## config.mk

```make
export PLATFORM = sky130hd
export DESIGN_NAME = attn_operand_fetch
export DESIGN_NICKNAME = d
export VERILOG_FILES = /design/src/rtl/attn_operand_fetch.sv
export SDC_FILE = /design/constraint.sdc
export NUM_CORES = 1
export LEC_CHECK = 0
export ABC_AREA = 1
export BUFFER_PORTS_ARGS = -buffer_cell sky130_fd_sc_hd__buf_2
export CORE_UTILIZATION = 60
export DETAILED_ROUTE_END_ITERATION = 6
export PLACE_DENSITY = 0.81
export SYNTH_ARGS = -nofsm -noshare
export SYNTH_HDL_FRONTEND = slang
export SYNTH_SLANG_ARGS = --single-unit
```

## constraint.sdc

```tcl
create_clock -name clk -period 33.3 [get_ports clk]
set_input_delay 1.665 -clock clk [delete_from_list [all_inputs] [get_ports clk]]
set_output_delay 1.665 -clock clk [all_outputs]
set_load 0.005 [all_outputs]
```

## src/rtl/attn_operand_fetch.sv

```systemverilog
// Operand fetch front-end for the attention matmul datapath.
// Reads the dimension headers, then walks A (row-major) and B (column-major)
// in r/c/k order and streams (A,B) pairs through a 2-entry skid FIFO that
// hides the 1-cycle SRAM read latency from a back-pressuring consumer.
module attn_operand_fetch #(
   parameter int ADDR_W = 16,
   parameter int DATA_W = 32
) (
   input  logic              clk,
   input  logic              reset,
   input  logic              start,
   output logic              busy,
   output logic              done,
   output logic [ADDR_W-1:0] input_read_address,
   input  logic [DATA_W-1:0] input_read_data,
   output logic [ADDR_W-1:0] weight_read_address,
   input  logic [DATA_W-1:0] weight_read_data,
   output logic [15:0]       dim_m,
   output logic [15:0]       dim_k,
   output logic [15:0]       dim_n,
   output logic              op_valid,
   input  logic              op_ready,
   output logic [DATA_W-1:0] op_a,
   output logic [DATA_W-1:0] op_b,
   output logic              op_last,
   output logic [15:0]       op_row,
   output logic [15:0]       op_col
);

   localparam logic [2:0] S_IDLE   = 3'd0;
   localparam logic [2:0] S_HDR    = 3'd1;
   localparam logic [2:0] S_STREAM = 3'd2;
   localparam logic [2:0] S_DRAIN  = 3'd3;
   localparam logic [2:0] S_FIN    = 3'd4;

   logic [2:0] state;

   // loop indices and running base addresses (1 + r*K and 1 + c*K)
   logic [15:0]       r_idx, c_idx, k_idx;
   logic [ADDR_W-1:0] a_base, b_base;
   logic [ADDR_W-1:0] a_hold, b_hold;
   logic [ADDR_W-1:0] a_issue, b_issue, k_step;

   // tags of the read currently in flight in the SRAM
   logic        inflight;
   logic [15:0] tag_row, tag_col;
   logic        tag_last;

   // skid FIFO storage
   logic [1:0][DATA_W-1:0] f_a, f_b;
   logic [1:0][15:0]       f_row, f_col;
   logic [1:0]             f_last;
   logic                   wr_ptr, rd_ptr;
   logic [1:0]             count, count_next;

   logic       push, pop, issue;
   logic       k_last, c_last, r_last;
   logic [2:0] occupancy;

   assign push = inflight;
   assign pop  = op_valid & op_ready;

   // a slot is committed as soon as its read is issued, so credits count
   // both stored entries and the read still in the SRAM pipe
   assign occupancy  = 3'(count) + 3'(inflight) - 3'(pop);
   assign issue      = (state == S_STREAM) && (occupancy < 3'd2);
   assign count_next = count + 2'(push) - 2'(pop);

   assign k_last = (k_idx == dim_k - 16'd1);
   assign c_last = (c_idx == dim_n - 16'd1);
   assign r_last = (r_idx == dim_m - 16'd1);

   assign k_step  = ADDR_W'(dim_k);
   assign a_issue = a_base + ADDR_W'(k_idx);
   assign b_issue = b_base + ADDR_W'(k_idx);

   // addresses: header word while idle, fresh address on issue, else hold
   always_comb begin
      input_read_address  = a_hold;
      weight_read_address = b_hold;
      if (state == S_IDLE) begin
         input_read_address  = '0;
         weight_read_address = '0;
      end else if (issue) begin
         input_read_address  = a_issue;
         weight_read_address = b_issue;
      end
   end

   assign busy = (state == S_HDR) || (state == S_STREAM) || (state == S_DRAIN);
   assign done = (state == S_FIN);

   // control FSM, header capture and r/c/k walk
   always_ff @(posedge clk or posedge reset) begin
      if (reset) begin
         state  <= S_IDLE;
         dim_m  <= '0;
         dim_k  <= '0;
         dim_n  <= '0;
         r_idx  <= '0;
         c_idx  <= '0;
         k_idx  <= '0;
         a_base <= '0;
         b_base <= '0;
         a_hold <= '0;
         b_hold <= '0;
      end else begin
         case (state)
            S_IDLE: begin
               a_hold <= '0;
               b_hold <= '0;
               if (start) state <= S_HDR;
            end
            S_HDR: begin
               dim_m <= input_read_data[31:16];
               dim_k <= input_read_data[15:0];
               dim_n <= weight_read_data[15:0];
               r_idx  <= '0;
               c_idx  <= '0;
               k_idx  <= '0;
               a_base <= ADDR_W'(1);
               b_base <= ADDR_W'(1);
               if ((input_read_data[31:16] == 16'd0) ||
                   (input_read_data[15:0] == 16'd0) ||
                   (weight_read_data[15:0] == 16'd0))
                  state <= S_FIN;
               else
                  state <= S_STREAM;
            end
            S_STREAM: begin
               if (issue) begin
                  a_hold <= a_issue;
                  b_hold <= b_issue;
                  if (k_last) begin
                     k_idx <= '0;
                     if (c_last) begin
                        c_idx  <= '0;
                        b_base <= ADDR_W'(1);
                        r_idx  <= r_idx + 16'd1;
                        a_base <= a_base + k_step;
                     end else begin
                        c_idx  <= c_idx + 16'd1;
                        b_base <= b_base + k_step;
                     end
                  end else begin
                     k_idx <= k_idx + 16'd1;
                  end
                  if (k_last && c_last && r_last) state <= S_DRAIN;
               end
            end
            S_DRAIN: begin
               if ((count_next == 2'd0) && !inflight) state <= S_FIN;
            end
            S_FIN: begin
               a_hold <= '0;
               b_hold <= '0;
               state  <= S_IDLE;
            end
            default: state <= S_IDLE;
         endcase
      end
   end

   // tags ride alongside the read so they meet their data one cycle later
   always_ff @(posedge clk or posedge reset) begin
      if (reset) begin
         inflight <= 1'b0;
         tag_row  <= '0;
         tag_col  <= '0;
         tag_last <= 1'b0;
      end else begin
         inflight <= issue;
         if (issue) begin
            tag_row  <= r_idx;
            tag_col  <= c_idx;
            tag_last <= k_last;
         end
      end
   end

   // skid FIFO: push returning read data, pop on handshake
   always_ff @(posedge clk or posedge reset) begin
      if (reset) begin
         f_a    <= '0;
         f_b    <= '0;
         f_row  <= '0;
         f_col  <= '0;
         f_last <= '0;
         wr_ptr <= 1'b0;
         rd_ptr <= 1'b0;
         count  <= '0;
      end else begin
         if (push) begin
            f_a[wr_ptr]    <= input_read_data;
            f_b[wr_ptr]    <= weight_read_data;
            f_row[wr_ptr]  <= tag_row;
            f_col[wr_ptr]  <= tag_col;
            f_last[wr_ptr] <= tag_last;
            wr_ptr         <= ~wr_ptr;
         end
         if (pop) rd_ptr <= ~rd_ptr;
         count <= count_next;
      end
   end

   assign op_valid = (count != 2'd0);
   assign op_a     = f_a[rd_ptr];
   assign op_b     = f_b[rd_ptr];
   assign op_row   = f_row[rd_ptr];
   assign op_col   = f_col[rd_ptr];
   assign op_last  = f_last[rd_ptr];

endmodule

```

Word level (Yosys, flattened, before mapping)

Cells that the tools add are included.

Flip-flop bits (word level): 395
Input port bits: 68
Output and inout bits: 180
Word-level logic and storage cells: 136

Add/sub/neg operators: 14
Magnitude comparators: 4
Equal/unequal tests: 13
Multiplexer cells: 52
Bitwise gates (word level): 3
Reduce and logical (&&, ||, !) cells: 23

Operators by type and width:

| kind                  | count |
|---|---|
| $mux 16               | 23 |
| $pmux 16 s2           | 7 |
| $mux 32               | 5 |
| $bwmux 64             | 2 |
| $add 16x16->16        | 4 |
| $bwmux 32             | 2 |
| $add 16x1->16 const B | 3 |
| $eq 16x16->1          | 3 |
| $logic_not 16->1      | 3 |
| $sub 16x1->16 const B | 3 |
| $demux 32 s1          | 1 |
| $demux 16 s1          | 1 |
| $mux 3                | 5 |
| $pmux 3 s4            | 1 |
| $ne 2x2->1 const B    | 4 |
| $reduce_and 4->1      | 2 |
| $eq 3x2->1 const B    | 2 |
| $reduce_bool 2->1     | 3 |
| $logic_and 1x1->1     | 5 |
| $logic_or 1x1->1      | 4 |
| $lt 1x2->1 const B    | 2 |
| $ne 2x1->1 const B    | 2 |
| $add 2x1->3           | 1 |
| $eq 3x1->1 const B    | 1 |
| other kinds (17)      | 20 |

Longest topological paths before layout

Gate-level depths: netlist of run 1.

Depth in word-level cells: 7
Gate-level depth with buffers: 21
Mapped depth without buffers: 20

Worst setup path after synthesis of run 1

Ideal clock, no wire load.

Kind: input-to-output
Start point: in op_ready
End point: out input_read_address[12]
Arrival time: 3.907 ns
Data required time: 31.635 ns
Slack: 27.728 ns
Cell stages on the path: 15
Path buffers: 2
Cells stage by stage: nand2_1 -> inv_1 -> ha_1 -> inv_1 -> ha_1 -> inv_1 -> fa_1 -> nand2_1 -> nor2_1 -> inv_1 -> nor2_1 -> clkbuf_1 -> clkbuf_1 -> nand3_1 -> a21oi_1

Cells in the longest elaborated chain, start to end: 6

RTL lines:

| element           | line | RTL |
|---|---|---|
| from (decl)       | 22   | `input logic op_ready,` |
| $and 1x1->1       | 61   | `assign pop = op_valid & op_ready;` |
| net pop           | 56   | `logic push, pop, issue;` |
| $sub 3x1->3       | 65   | `assign occupancy = 3'(count) + 3'(inflight) - 3'(pop);` |
| $lt 3x2->1        | 66   | `assign issue = (state == S_STREAM) && (occupancy < 3'd2);` |
| $logic_and 1x1->1 | 66   |  |
| $mux 16           | 84   | `end else if (issue) begin` |
| $mux 16           | 81   | `if (state == S_IDLE) begin` |
| to (decl)         | 14   | `output logic [ADDR_W-1:0] input_read_address,` |

The timed path passes the listed nets, and every way through them passes these cells.

Final worst setup path of run 1

Start point: in op_ready
End point: out weight_read_address[2]

Cells in the longest elaborated chain, start to end: 6

RTL lines:

| element           | line | RTL |
|---|---|---|
| $and 1x1->1       | 61   |  |
| net pop           | 56   |  |
| $sub 3x1->3       | 65   |  |
| $lt 3x2->1        | 66   |  |
| $logic_and 1x1->1 | 66   |  |
| $mux 16           | 84   |  |
| $mux 16           | 81   |  |
| to (decl)         | 16   | `output logic [ADDR_W-1:0] weight_read_address,` |

The timed path passes the listed nets, and every way through them passes these cells.

==> key figures, run 1 <==
Run status
  – Status: finished with violations
  – Failing checks: DRC

Final layout
  – Commonest non-fill, non-tap cells in the layout: 1,036 x nand2_1, 394 x dfrtp_1, 342 x o21ai_0
  – Fin cells: 3,596
  – Area grow syn2layout: 12.5%
  – Most common cell after layout, fill and taps aside: nand2_1
  – ANT cells: 0
  – Fraction of layout cells with a size suffix above 1: 0.122
  – Nets@finish: 3,245
  – Fin util: 0.690

Clocking
  – CTS Buffer Depth: 3
  – Worst-path clk slew: 60 ps
  – Worst skew pair latency: 580 ps
  – Hold-fix buffers, CTS: 0
  – H-tree Lvls: 2
  – Post-CTS setup buffer count: 0
  – Clk root buf: clkbuf_16
  – Post-cts repair resize count: 0
  – CTS Buf Count: 42
  – Clock Sink Count: 395
  – CTS tree: done

Die
  – # IOs: 248
  – Die ar.: 37,400 um2
  – Row count: 69
  – Chip Height: 193 um
  – Die Wd: 193 um
  – Initial Utilization: 0.614
  – Core box area: 35,800 um2

Timing
  – Relative slew slack: 0.245
  – Final slew viol count: 0
  – Tightest Pin Transition: 1130 ps
  – Maximum clock frequency: between 100 and 150 MHz
  – Fin. Hold Viols: 0
  – Endpoints failing setup: 0
  – Setup TNS after final layout: 0 ps
  – Slack of the critical path: between 20,000 and 30,000 ps
  – Tmin final: 6850 ps
  – Skew final: 21.3 ps
  – RSZ-0062 raised after global routing: false
  – Period utilization: 0.206

Pwr
  – Power consumption: between 0.002 and 0.0025 W
  – Maximum vdd drop: 0.0858 mV
  – Pwr dens: between 90 and 100 nW/um2
  – Leak pwr: 13.2 nW

Yosys
  – Adder-Cell Fraction of Synth Area: 0.0432
  – Flops & latches, synth: 395
  – Gate Count Post-Synth: 2,931
  – Syn_area_per_cell: 7.50 um2
  – Synth Area in Compound Gates: 0.102
  – Sequential area share after synthesis: 0.450
  – Top FF cell, synth: dfrtp_1
  – Post-synthesis mux area share: 0.00319
  – Post-synth cell types: 46
  – Post-Syn Area: 22,000 um2
  – Number of synthesized flops with an enable pin: 0
  – Synth Area in XOR/XNOR: 0.0482
  – Post-Synth Simple-Gate Area: 0.285
  – Main combinational cell family by area after synthesis: simple AND/OR/NAND/NOR gates
  – Post-synth net total: 3,072
  – YS warnings: 0
  – FFs w/ async S/R, synth: 1.00

Flow run
  – Max Cap Viol: 0

Routing
  – Initial DRT Pass Iterations: 7
  – Via count: 19,800
  – Final WL: 59,800 um
  – ANT nets after route: 0
  – Drt drc: 12
  – Drt wl/cell: 16.6 um
  – Vias/cell: 5.49
  – Initial DRC count: around 1,500

Global routing
  – Number of global-route vias before repair: 18,900
  – Largest net degree at the start of global routing: 113
  – First-pass GRT wire length: 97,900 um
  – GRT Total Usage: 0.323
  – Initial antenna violation count: 0
  – Remaining Overflow, GRT: 0

Setup path
  – Critical Path RT: 31,630 ps
  – Critical Path End Type: output pin
  – Setup CP Type: input port to output pin
  – Crit start category: input port
  – WP data arrival: between 5000 and 6000 ps
  – Critical path fanouts, max: 68

Place
  – I/O Buffers: 247
  – Dpl hpwl: between 40,000 and 50,000 um
  – Inst Count DP: 3,521
  – GPL Wtd Cong: 0.942
  – Pre-CTS setup slack: 26,440 ps

Worst hold path
  – Worst Hold Class: register to register
==> cells in the mapped netlist (all sizes together), types with 18 or more instances <==
library cell | number | area share
nand2 | 1046 | 0.18
dfrtp | 395 | 0.45
o21ai | 346 | 0.079
inv | 247 | 0.042
nor2 | 240 | 0.046
nand3 | 128 | 0.030
clkbuf | 103 | 0.018
xor2 | 74 | 0.029
ha | 68 | 0.039
a21oi | 59 | 0.013
xnor2 | 47 | 0.019
nor3 | 30 | 0.0068
buf | 28 | 0.0084
nand4 | 24 | 0.0068
nand3b | 18 | 0.0061
==> final cells by class <==
cell class | instances | area (um2)
Clock buffer | 61 | 1240
Clock inverter | 14 | 124
Fill cell | 2990 | 11100
Inverter | 248 | 940
Multi-Input combinational cell | 2157 | 10600
Sequential cell | 395 | 9890
Tap cell | 461 | 577
Timing Repair Buffer | 260 | 1330
==> final timing paths <==
kind,start,end,slack [ps],depth (start not counted)
setup / recovery,op_ready,weight_read_address[2],26450,17
hold / removal,f_a[10]$_DFFE_PP0P_,f_a[10]$_DFFE_PP0P_,480,2
setup reg to reg,count[1]$_DFF_PP0_,b_base[12]$_DFFE_PP0P_,28070,21
hold reg to reg,f_a[10]$_DFFE_PP0P_,f_a[10]$_DFFE_PP0P_,480,2
max in group asynchronous,reset,a_hold[13]$_DFFE_PP0P_,29660,4
min in group asynchronous,reset,f_b[2]$_DFFE_PP0P_,1230,2
==> layer usage <==
metal	track usage	wire [um]	share of wire
met1	0.428	25400	0.42
met2	0.539	28500	0.48
met3	0.0526	3900	0.065
met4	0.111	1950	0.033
met5	0	0	0
==> per-stage QoR <==
step                hold slack [ps]  cell area [um2]
global route                    499            24700
finish                          483            24700
detailed placement              472            23400
CTS                             487            24700
global placement                465            23400
floorplan                       453            22000
==> kinds of logic (layout without fill, tap and decap cells) <==
family	Yosys count	count (layout)
AND/OR/NAND/NOR	1521	1521
AO/OA/AOI/OAI	435	435
flip-flops	395	395
buffers and inverters	379	583
XOR/XNOR	121	121
adder cells (fa/ha/maj)	73	73
multiplexers	7	7
==> state kept, by name, indices dropped and copies added (netlist names), 3 cells and up <==
signal,cells
f_row,32
f_col,32
r_idx,16
a_base,16
dim_k,16
c_idx,16
a_hold,16
f_a,64
tag_col,16
b_base,16
dim_m,16
state,3
dim_n,16
f_b,64
b_hold,16
tag_row,16
k_idx,16
==> power by group <==
| part | internal (W) | switching, W | total, W |
|---|---|---|---|
| Sequential | 0.000664 | 0.000179 | 0.000843 |
| Combinational | 0.000393 | 0.000684 | 0.00108 |
| Clock | 0.000268 | 0.000195 | 0.000464 |
| Total | 0.00132 | 0.00106 | 0.00238 |
==> critical path, cell delays in order <==
cell     delay [ps]
buf_2           100
nand2_1          80
inv_1            60
ha_1            270
inv_1            60
ha_1            140
inv_1            50
fa_1            520
nand2_1          60
nor2_1           80
inv_1            80
nor2_4          760
buf_4           640
o21ai_0         170
o21ai_0         190
nor2_1           80
buf_2           170
Note: power is estimated with default switching activity, not from simulation.
==> run 2: changes to the inputs <==
- clock period: 33.3 -> 7 ns (I/O delays scaled with it)
==> run 2 against run 1 <==
  * The flow still finishes with violations (DRC)
  * Largest power group unchanged
  * Power increased to 4.8 times the previous value
  * Critical endpoint is now b_base[9]$_DFFE_PP0P_
  * Count of clock-buffer cells in the layout increased by 2
  * Cell area up 0.50%
  * Clock skew decreased by 6.5 ps
  * Register-to-register slack worse by 26000 ps
  * Hold slack got worse by 450 ps
  * Die area is the same
  * Cell count grew 0.14%
  * Clock power rose to 5.1 times the previous value
  * First-iteration DRC count down 15%
==> key figures, run 2 (same netlist as run 1, synthesis figures left out) <==
Pwr
  – Pwr dens: between 400 and 500 nW/um2
  – P_sw: 0.00503 W
  – Int Pwr: approximately 0.0064 W
  – Leak pwr: 13.3 nW
  – Maximum vdd drop: approximately 0.74 mV
  – Sw Ratio: 0.438
  – Combinational fraction of design power: 0.446
  – Power consumption: 0.0115 W
  – Clock Power Share: 0.205
  – Seq pwr share: 0.349

Timing
  – Fin. Hold Viols: 0
  – Relative slew slack: 0.159
  – Hold Slack: around 38 ps
  – Tmin final: between 4000 and 5000 ps
  – Tightest Pin Transition: about 1300 ps
  – RSZ-0062 raised after global routing: false
  – Skew final: 14.8 ps
  – Final slew viol count: 0
  – Endpoints failing setup: 0
  – Setup TNS after final layout: 0 ps
  – Maximum clock frequency: 216 MHz
  – Period utilization: 0.662

Global routing
  – Grt met3 use: 0.0579
  – GR Layer Usage met1: 0.424
  – M2 GR Usage: 0.524
  – Top Usage Layer GRT: met2
  – Remaining Overflow, GRT: 0
  – Initial antenna violation count: 2
  – GRT Total Usage: 0.319
  – Number of global-route vias before repair: 18,700
  – First-pass GRT wire length: between 90,000 and 100,000 um
  – Largest net degree at the start of global routing: 175

Clocking
  – H-tree Lvls: 2
  – Clock Sink Count: 395
  – Worst skew pair latency: 580 ps
  – CTS Buffer Depth: 3
  – CTS Buf Count: 43
  – Clk root buf: clkbuf_16
  – CTS tree: done
  – Worst-path clk slew: around 60 ps

Place
  – GPL Wtd Cong: 0.943
  – Dpl hpwl: 41,000 um
  – DP Area: 23,400 um2
  – I/O Buffers: 247

Die
  – Core box area: 35,800 um2
  – Chip Height: 193 um
  – Row count: between 60 and 70
  – Initial Utilization: 0.614
  – Die Wd: 193 um
  – # IOs: 248
  – Die ar.: 37,400 um2

Routing
  – Initial DRC count: around 1,200
  – Initial DRT Pass Iterations: 7
  – Drt wl/cell: 16.4 um
  – ANT nets after route: 0
  – Final WL: 59,200 um
  – Drt drc: 14
  – Vias/cell: 5.46
  – Via count: slightly below 20,000

Worst hold path
  – Worst Hold Class: input port to register

Final layout
  – Commonest non-fill, non-tap cells in the layout: 1,036 x nand2_1, 394 x dfrtp_1, 342 x o21ai_0
  – Final instance area: 24,900 um2
  – Fillers: approximately 3,000
  – Register area: 9890 um2
  – Area grow syn2layout: 13.0%
  – Largest regs: f_a (64), f_b (64)
  – Nets@finish: 3,246
  – Most common cell after layout, fill and taps aside: nand2_1
  – Fraction of layout cells with a size suffix above 1: 0.121
  – Area occupied by multi-input gates: 10,600 um2

Setup path
  – Setup CP Type: register to register
  – Critical Path End Type: register
  – Critical path fanouts, max: 56
  – WP data arrival: around 5000 ps
  – Critical Path RT: 7510 ps
  – Crit start category: register

Run status
  – Status: finished with violations
  – Failing checks: DRC

Flow run
  – Max Cap Viol: 0
-- run 2: cell types whose count changed in the layout (fill, tap and decap cells not counted), moves of 2 or more --
cell,delta
buf_12,+2
clkbuf_1,+4
diode_2,+2
clkbuf_8,-3
bufinv_16,+4
buf_4,-3
-- run 2: area by class of cell --
type | count | share of cell area
Multi-Input combinational cell | 2157 | 0.428
Sequential cell | 395 | 0.398
Tap cell | 461 | 0.0232
Antenna cell | 2 | 0.000201
Clock buffer | 63 | 0.0500
Timing Repair Buffer | 260 | 0.0548
Inverter | 248 | 0.0377
Clock inverter | 15 | 0.00881
-- run 2: metrics by stage --
stage / util / setup WS, ps / instances
floorplan: - / 1330 / 2931
global placement: 0.653 / 2610 / 3520
detailed placement: 0.653 / 2410 / 3520
CTS: 0.694 / 2320 / 3599
global route: 0.694 / 2000 / 3601
finish: 0.694 / 2360 / 3601
-- run 2: worst paths after layout --
path,from,end,slack [ps],depth (start not counted)
max,count[1]$_DFF_PP0_,b_base[9]$_DFFE_PP0P_,2360,20
min,weight_read_data[29],f_b[29]$_DFFE_PP0P_,40,3
max reg2reg,count[1]$_DFF_PP0_,b_base[9]$_DFFE_PP0P_,2360,20
min reg2reg,f_b[1]$_DFFE_PP0P_,f_b[1]$_DFFE_PP0P_,480,2
max in group asynchronous,reset,f_col[19]$_DFFE_PP0P_,4980,5
min in group asynchronous,reset,f_b[1]$_DFFE_PP0P_,280,3
-- run 2: power by group through the flow --
stage,clock network [W],registers [W],logic (W)
after floorplan,0,0.00370,0.00364
after global placement,0,0.00399,0.00491
after detailed placement,0,0.00402,0.00505
after CTS,0.00239,0.00399,0.00510
after global routing,0.00248,0.00410,0.00579
final,0.00235,0.00400,0.00512
-- run 2: repair_timing --
item                       CTS  global route
setup buffers                0             0
hold buffers                 1             0
hold endpoints to repair    10             0
setup endpoints to repair    0             0
resized for setup            0             0
-- run 2: routing by layer --
metal | vias up | wire [um]
li1 | 9683 | -
met1 | 9188 | 25600
met2 | 667 | 27700
met3 | 133 | 3930
met4 | 0 | 1960
met5 | - | 0
-- run 2: worst max-delay path: stages, from the launching register on --
cell and delay, ps:
dfrtp_1 400, inv_1 110, nand2_1 80, nand2_1 100, inv_1 50, ha_1 260
inv_1 50, ha_1 130, inv_1 50, fa_1 530, nand2_1 60, nor2_1 80
inv_1 80, nor2_4 840, nor2_2 230, inv_1 340, o21ai_2 100, buf_4 270
nor2_1 580, nand2_1 120, nand2_1 90
